**src/rtl/op_eval_unit.sv**
```systemverilog
// -----------------------------------------------------------------------------
// op_eval_unit
// Registered evaluator for a fixed set of unsigned operators. Operands are
// captured on a rising clock edge; single-cycle operators complete in the
// accept cycle, while / and % run through an iterative restoring divider that
// produces one quotient bit per cycle, MSB first.
//
// Ports
//   clk        rising-edge clock
//   rst_n      asynchronous active-low reset
//   in_valid   operand/opcode valid
//   in_ready   unit can accept (high only in IDLE, low while in reset)
//   op_sel     opcode (0..13 legal, 14/15 flagged as bad_op)
//   a, b       operands, WIDTH bits, unsigned
//   out_valid  result valid, held until out_ready
//   out_ready  consumer accepts result
//   result     result, zero-extended to 2*WIDTH
//   div_zero   / or % issued with b == 0 (qualified by out_valid)
//   bad_op     illegal opcode (qualified by out_valid)
// -----------------------------------------------------------------------------
module op_eval_unit #(
   parameter int WIDTH = 8
) (
   input  logic               clk,
   input  logic               rst_n,
   input  logic               in_valid,
   output logic               in_ready,
   input  logic [3:0]         op_sel,
   input  logic [WIDTH-1:0]   a,
   input  logic [WIDTH-1:0]   b,
   output logic               out_valid,
   input  logic               out_ready,
   output logic [2*WIDTH-1:0] result,
   output logic               div_zero,
   output logic               bad_op
);

   localparam int CW = $clog2(WIDTH + 1);

   typedef enum logic [1:0] {IDLE, BUSY, DONE} state_t;

   state_t             state_q, state_d;
   logic               in_ready_q, in_ready_d;
   logic [CW-1:0]      cnt_q, cnt_d;
   logic [WIDTH-1:0]   quot_q, quot_d;
   logic [WIDTH-1:0]   rem_q, rem_d;
   logic [WIDTH-1:0]   dvsr_q, dvsr_d;
   logic               is_mod_q, is_mod_d;
   logic [2*WIDTH-1:0] result_q, result_d;
   logic               div_zero_q, div_zero_d;
   logic               bad_op_q, bad_op_d;

   logic [2*WIDTH-1:0] op_res;
   logic               op_dz;
   logic               op_bad;

   logic [WIDTH:0]     rem_sh;
   logic [WIDTH:0]     rem_sub;
   logic               q_bit;
   logic [WIDTH-1:0]   rem_next;

   logic               accept;
   logic               needs_div;

   // Single-cycle operator results, evaluated straight from the input operands
   // so they can be registered on the accept edge.
   always_comb begin
      // NOTE: every output of a combinational block gets a default first, so
      // no path through the case leaves it unassigned and infers a latch.
      op_res = '0;
      op_dz  = 1'b0;
      op_bad = 1'b0;
      case (op_sel)
         4'd0:  op_res = (2*WIDTH)'(a) * (2*WIDTH)'(b);
         4'd1:  begin
                   op_res[WIDTH-1:0] = '1;        // divide-by-zero quotient
                   op_dz             = (b == '0);
                end
         4'd2:  op_res = (2*WIDTH)'(a) + (2*WIDTH)'(b);
         4'd3:  op_res[WIDTH-1:0] = a - b;
         4'd4:  begin
                   op_res[WIDTH-1:0] = a;         // divide-by-zero remainder
                   op_dz             = (b == '0);
                end
         4'd5:  op_res[0] = (a == '0);
         4'd6:  op_res[0] = (a != '0) && (b != '0);
         4'd7:  op_res[0] = (a != '0) || (b != '0);
         4'd8:  op_res[0] = (a < b);
         4'd9:  op_res[0] = (a > b);
         4'd10: op_res[0] = (a == b);
         4'd11: op_res[WIDTH-1:0] = ~b;
         4'd12: op_res[0] = ^b;
         4'd13: op_res[1:0] = (a != '0) ? 2'd1 : 2'd2;
         default: op_bad = 1'b1;
      endcase
   end

   // One restoring-division step. The remainder stays below the divisor, so
   // the shifted value is below twice the divisor and the borrow out of the
   // trial subtraction alone decides the quotient bit.
   always_comb begin
      rem_sh   = {rem_q, quot_q[WIDTH-1]};
      rem_sub  = rem_sh - {1'b0, dvsr_q};
      q_bit    = ~rem_sub[WIDTH];
      rem_next = q_bit ? rem_sub[WIDTH-1:0] : rem_sh[WIDTH-1:0];
   end

   // in_ready is registered, so it reads 0 during reset and rises on the
   // first clock after release.
   assign accept    = in_valid && in_ready_q;
   assign needs_div = ((op_sel == 4'd1) || (op_sel == 4'd4)) && (b != '0);

   always_comb begin
      state_d    = state_q;
      cnt_d      = cnt_q;
      quot_d     = quot_q;
      rem_d      = rem_q;
      dvsr_d     = dvsr_q;
      is_mod_d   = is_mod_q;
      result_d   = result_q;
      div_zero_d = div_zero_q;
      bad_op_d   = bad_op_q;
      case (state_q)
         IDLE: begin
            if (accept) begin
               div_zero_d = 1'b0;
               bad_op_d   = 1'b0;
               if (needs_div) begin
                  // result keeps its previous value until the divide lands.
                  state_d  = BUSY;
                  cnt_d    = CW'(WIDTH);
                  quot_d   = a;
                  rem_d    = '0;
                  dvsr_d   = b;
                  is_mod_d = op_sel[2];   // opcode 4 is %, opcode 1 is /
               end else begin
                  state_d    = DONE;
                  result_d   = op_res;
                  div_zero_d = op_dz;
                  bad_op_d   = op_bad;
               end
            end
         end
         BUSY: begin
            quot_d = {quot_q[WIDTH-2:0], q_bit};
            rem_d  = rem_next;
            cnt_d  = cnt_q - CW'(1);
            if (cnt_q == CW'(1)) begin
               state_d  = DONE;
               result_d = is_mod_q ? (2*WIDTH)'(rem_next) : (2*WIDTH)'(quot_d);
            end
         end
         DONE: begin
            if (out_ready) state_d = IDLE;
         end
         default: state_d = IDLE;
      endcase
      in_ready_d = (state_d == IDLE);
   end

   always_ff @(posedge clk or negedge rst_n) begin
      if (!rst_n) begin
         state_q    <= IDLE;
         in_ready_q <= 1'b0;
         cnt_q      <= '0;
         quot_q     <= '0;
         rem_q      <= '0;
         dvsr_q     <= '0;
         is_mod_q   <= 1'b0;
         result_q   <= '0;
         div_zero_q <= 1'b0;
         bad_op_q   <= 1'b0;
      end else begin
         // NOTE: state registers use non-blocking assignments so every
         // register samples the pre-edge values, independent of statement order.
         state_q    <= state_d;
         in_ready_q <= in_ready_d;
         cnt_q      <= cnt_d;
         quot_q     <= quot_d;
         rem_q      <= rem_d;
         dvsr_q     <= dvsr_d;
         is_mod_q   <= is_mod_d;
         result_q   <= result_d;
         div_zero_q <= div_zero_d;
         bad_op_q   <= bad_op_d;
      end
   end

   assign in_ready  = in_ready_q;
   assign out_valid = (state_q == DONE);
   assign result    = result_q;
   assign div_zero  = div_zero_q;
   assign bad_op    = bad_op_q;

endmodule

```
**config.mk**
```make
export PLATFORM = sky130hd
export DESIGN_NAME = op_eval_unit
export DESIGN_NICKNAME = d
export VERILOG_FILES = /design/src/rtl/op_eval_unit.sv
export SDC_FILE = /design/constraint.sdc
export NUM_CORES = 1
export LEC_CHECK = 0
export BUFFER_PORTS_ARGS = -buffer_cell sky130_fd_sc_hd__buf_2
export CAP_MARGIN = 20
export CORE_ASPECT_RATIO = 0.8
export CORE_MARGIN = 2
export CORE_UTILIZATION = 40
export DETAILED_ROUTE_END_ITERATION = 7
export GPL_TIMING_DRIVEN = 0
export PLACE_DENSITY = 0.54
export SLEW_MARGIN = 20
export SYNTH_ARGS = -nofsm -noshare
export SYNTH_HDL_FRONTEND = slang
export SYNTH_SLANG_ARGS = --single-unit
export TNS_END_PERCENT = 100
```
**constraint.sdc**
```tcl
create_clock -name clk -period 3.6 [get_ports clk]
set_input_delay 0.36 -clock clk [delete_from_list [all_inputs] [get_ports clk]]
set_output_delay 0.36 -clock clk [all_outputs]
set_load 0.005 [all_outputs]
```
==> metrics.log <==
INFO  metric outcome = finished, violations left
INFO  metric failed_checks = setup timing
INFO  metric groute.usage.overall = about 24%
INFO  metric whs = 0.0159 ns
INFO  metric seqCellArea = 1250 µm²
INFO  metric yosys_reg_bits = 50
INFO  metric postSynthCellCount = 700
INFO  metric worst-r2r-cell-count = 13
INFO  metric io_buffers = 43
INFO  metric die_area = 15700 µm²
INFO  metric grt_start_max_net_pins = 33
INFO  metric comb_power_share = 69.4%
INFO  metric worstSetupPathDepth = 17
INFO  metric antenna_found_initial = 0
INFO  metric numClockSinks = 50
INFO  metric drt_first_pass_iters = 5
INFO  metric nets = approximately 900
INFO  metric timing.final.crit_share = 111%
INFO  metric fillers = ~1400
INFO  metric max-slew-margin-rel = around a third
INFO  metric wl_met2 = 7900 µm
INFO  metric routedLengthMet1 = 9280 µm
INFO  metric worstMarginPinSlew = 0.998 ns
INFO  metric avgRoutedWirePerCell = a little under 20 µm
INFO  metric cts_max_path_buffers = 2
INFO  metric ys.warnings.count = 0
INFO  metric drive_gt1_share = 22.1%
INFO  metric detailedPlacementHpwl = 14300 µm
INFO  metric detail_route.vias_per_cell = 5.58
INFO  metric post_synth_edffs = 0
INFO  metric post_placement_cell_count = about 930
INFO  metric wire_length_on_met3 = approximately 1100 µm
INFO  metric place.gp.congestion = approximately 0.9
INFO  metric synth.top_cell.area_share = 21.2%
INFO  metric clock_tree.htree_level_count = 2
INFO  metric grt_first_pass_wirelength = about 30000 µm
INFO  metric multi_input_area = 4570 µm²
INFO  metric critPathLaunchType = primary input
INFO  metric max_freq = 0.250 GHz
INFO  metric final_cells = 957
INFO  metric syn_area_per_cell = 8.43 µm²
INFO  metric worstPathBufferInverterCount = 4
INFO  metric crit_chain = buf_6 -> clkbuf_8 -> and2_4 -> fa_1 -> fa_1 -> fa_1 -> inv_2 -> fa_1 -> inv_2 -> ha_4 -> a21oi_4 -> nor2_1 -> a211oi_2 -> o31a_1 -> o21ai_2 -> xor2_1 -> a22o_1
INFO  metric wl = 18500 µm
INFO  metric synth-seq-area-share = 21.2%
INFO  metric power.share.clock = 10.2%
INFO  metric dr_total_vias = 5342
INFO  metric largest_cells_by_area_after_synthesis = sky130_fd_sc_hd__dfrtp_1 (21%), sky130_fd_sc_hd__ha_1 (14%), sky130_fd_sc_hd__fa_1 (13%)
INFO  metric crit_path_max_fo = 4
INFO  metric drv_cap = 0
INFO  metric yosys_most_used_dff = sky130_fd_sc_hd__dfrtp_1
INFO  metric dieWidth = ~140 µm
INFO  metric clock-root-buffer = sky130_fd_sc_hd__clkbuf_16
INFO  metric power.ir.vdd_worst = about 410 µV
INFO  metric timing.clock.skew = 0.00869 ns
INFO  metric grt_remaining_overflow = 0
INFO  metric place_worst_setup_slack = -0.887 ns
INFO  metric path_delay_family = adder cells
INFO  metric totalNegativeSetupSlack = -2.03 ns
INFO  metric antenna_cells = 0
INFO  metric worst-endpoint-arrival = 4.19 ns
INFO  metric core_region_area = 14300 µm²
INFO  metric unrepaired_setup_endpoints_after_global_routing = yes
INFO  metric end_kind = flop
INFO  metric finalMaxSlewViolations = 0
INFO  metric setup.worst_path.class = in -> reg
INFO  metric drt-initial-drc-count = around 350
INFO  metric yosys.area.top_type = sky130_fd_sc_hd__dfrtp_1
INFO  metric crit_slowest_cell = sky130_fd_sc_hd__fa_1
INFO  metric synth_cell_type_count = 68
INFO  metric mostFrequentLayoutCell = sky130_fd_sc_hd__inv_1
INFO  metric intPower = roughly 2.6 mW
INFO  metric floorplan.initialDensity = roughly two fifths
INFO  metric flow.area_growth_from_synthesis = 23.6%
INFO  metric p_leak = 3.40 nW
INFO  metric finalWorstPathRequiredPeriod = 4.00 ns
INFO  metric worst-endpoint-required = 3.79 ns
INFO  metric critical_path.max_stage_delay = 0.57 ns
INFO  metric core.rowCount = 39
INFO  metric number_of_global_route_vias_before_repair = 5519
INFO  metric tritoncts_clock_tree = done
INFO  metric asyncSetResetFlopFracSynth = between 90% and 100%
INFO  metric cts-buffers-inserted = 5
INFO  metric num_io_pins = 44
INFO  metric final_cell_mix = sky130_fd_sc_hd__inv_1 (71), sky130_fd_sc_hd__nand2_1 (55), sky130_fd_sc_hd__ha_1 (55), sky130_fd_sc_hd__dfrtp_1 (50), sky130_fd_sc_hd__nor2_1 (44)
INFO  metric netSwitchingPower = 2.22 mW
INFO  metric power.density_cell_area = 660 nW/µm²
INFO  metric finalHoldViolations = 0
INFO  metric floorplan.die.height = 113 µm
INFO  metric drc_errors = 0
INFO  metric clkTransAtPathRegs = ~0.070 ns
INFO  metric clock_insertion_delay_worst_skew = 0.30 ns
INFO  metric holdCritPathClass = in -> async
INFO  metric finalSetupViolations = 11
INFO  metric crit_path_frequent_cell = sky130_fd_sc_hd__fa_1
INFO  metric syn_area = 5900 µm²
INFO  metric mappedNetlistNets = between 800 and 900
INFO  metric top_layer_used = met4
INFO  metric post-route-worst-setup-slack = -0.405 ns
INFO  metric power.share.sequential = 20.4%
INFO  metric swShare = 46.1%
INFO  metric route.antenna.remaining_nets = 0
worst reg2reg max path, stage by stage, from the launching register on:
cell and delay (ns):
sky130_fd_sc_hd__dfrtp_1 0.39, sky130_fd_sc_hd__inv_1 0.09, sky130_fd_sc_hd__ha_1 0.18, sky130_fd_sc_hd__inv_1 0.06, sky130_fd_sc_hd__fa_1 0.41, sky130_fd_sc_hd__a211oi_2 0.34, sky130_fd_sc_hd__or3_1 0.18, sky130_fd_sc_hd__a41o_1 0.18
sky130_fd_sc_hd__or2_1 0.12, sky130_fd_sc_hd__buf_6 0.14, sky130_fd_sc_hd__buf_6 0.15, sky130_fd_sc_hd__a21oi_1 0.11, sky130_fd_sc_hd__a2111oi_0 0.44, sky130_fd_sc_hd__nor2_1 0.09
flip-flops by register name, summed over array words and instances (netlist names):
name      cells
result       16
dvsr_q        8
quot_q        8
rem_q         8
cnt_q         4
state_q       2
bad_op        1
div_zero      1
in_ready      1
is_mod_q      1
path summary, 6_finish.rpt:
path                                       start                      to  slack (ns)
max                                         b[7]  result[14]$_DFFE_PN0P_       -0.40
min                                        rst_n    div_zero$_DFFE_PN0P_        0.02
max reg2reg                quot_q[7]$_DFFE_PN0P_   result[2]$_DFFE_PN0P_        0.58
min reg2reg                 div_zero$_DFFE_PN0P_    div_zero$_DFFE_PN0P_        0.49
max in group asynchronous                  rst_n   result[6]$_DFFE_PN0P_        3.05
min in group clk                       out_ready    state_q[1]$_DFF_PN0_        0.28
timing repair:
action,CTS,global route
hold buffers,0,0
setup endpoints to repair,12,12
resized for setup,61,42
pin swaps,50,40
setup buffers,20,3
synth_stat cells, types with 2 or more instances:
cell type	instances
sky130_fd_sc_hd__a2111oi_0	2
sky130_fd_sc_hd__a211o_1	2
sky130_fd_sc_hd__a211oi_1	4
sky130_fd_sc_hd__a21o_1	7
sky130_fd_sc_hd__a21oi_1	41
sky130_fd_sc_hd__a221oi_1	3
sky130_fd_sc_hd__a22o_1	7
sky130_fd_sc_hd__a22oi_1	7
sky130_fd_sc_hd__a31oi_1	2
sky130_fd_sc_hd__and2_1	40
sky130_fd_sc_hd__buf_1	3
sky130_fd_sc_hd__buf_2	3
sky130_fd_sc_hd__buf_6	2
sky130_fd_sc_hd__clkbuf_1	26
sky130_fd_sc_hd__dfrtp_1	50
sky130_fd_sc_hd__fa_1	39
sky130_fd_sc_hd__ha_1	66
sky130_fd_sc_hd__inv_1	83
sky130_fd_sc_hd__mux2_4	2
sky130_fd_sc_hd__mux2i_1	6
sky130_fd_sc_hd__nand2_1	60
sky130_fd_sc_hd__nand2b_1	9
sky130_fd_sc_hd__nand3_1	14
sky130_fd_sc_hd__nand3b_1	3
sky130_fd_sc_hd__nand4_1	4
sky130_fd_sc_hd__nor2_1	46
sky130_fd_sc_hd__nor2b_1	10
sky130_fd_sc_hd__nor3_1	7
sky130_fd_sc_hd__nor3b_1	5
sky130_fd_sc_hd__nor4_1	5
sky130_fd_sc_hd__o211ai_1	3
sky130_fd_sc_hd__o21a_1	6
sky130_fd_sc_hd__o21ai_0	40
sky130_fd_sc_hd__o21bai_1	3
sky130_fd_sc_hd__o221ai_1	3
sky130_fd_sc_hd__o22ai_1	12
sky130_fd_sc_hd__o31a_1	4
sky130_fd_sc_hd__o31ai_1	8
sky130_fd_sc_hd__o32ai_1	3
sky130_fd_sc_hd__or2_2	2
sky130_fd_sc_hd__or3_1	5
sky130_fd_sc_hd__xnor2_1	21
sky130_fd_sc_hd__xor2_1	7
power by group through the flow:
| stage | clock network, mW | logic, mW | registers, mW |
|---|---|---|---|
| floorplan | 0 | 2.12 | 0.948 |
| global route | 0.527 | 3.72 | 1.02 |
| detailed placement | 0 | 2.87 | 0.986 |
| CTS | 0.498 | 3.16 | 0.980 |
| finish | 0.490 | 3.34 | 0.984 |
| global placement | 0 | 2.82 | 0.979 |
per-stage QoR:
stage,util (%),power [mW],area [µm²]
after floorplan,-,3.07,6090
after global placement,45.6,3.80,6540
after detailed placement,45.8,3.86,6570
after CTS,49.4,4.64,7090
after global routing,50.8,5.26,7290
final,50.8,4.81,7290
metal layers:
metal / global-route usage [%] / vias to the layer above
li1: - / 2539
met1: 36.6 / 2638
met2: 36.3 / 148
met3: 4.91 / 17
met4: 3.47 / 0
met5: 0 / -
layout make-up:
cell class | instances | area share (%)
sequential | 50 | 17.2
inverter | 83 | 4.27
multi-input combinational | 532 | 62.6
clock inverter | 3 | 0.326
clock buffer | 5 | 1.72
timing repair buffer | 68 | 7.31
tap | 184 | 3.16
buffer | 32 | 3.41
cell families (layout without fill, tap and decap cells):
group,Yosys count,in the layout,synth area share (%)
multiplexers,8,8,1.53
adder cells (fa/ha/maj),106,106,27.4
AND/OR/NAND/NOR,216,216,18.4
flip-flops,50,50,21.2
AO/OA/AOI/OAI,174,174,19.5
buffers and inverters,118,191,7.89
XOR/XNOR,28,28,4.16
No activity file was read; power rests on OpenSTA's default activity.
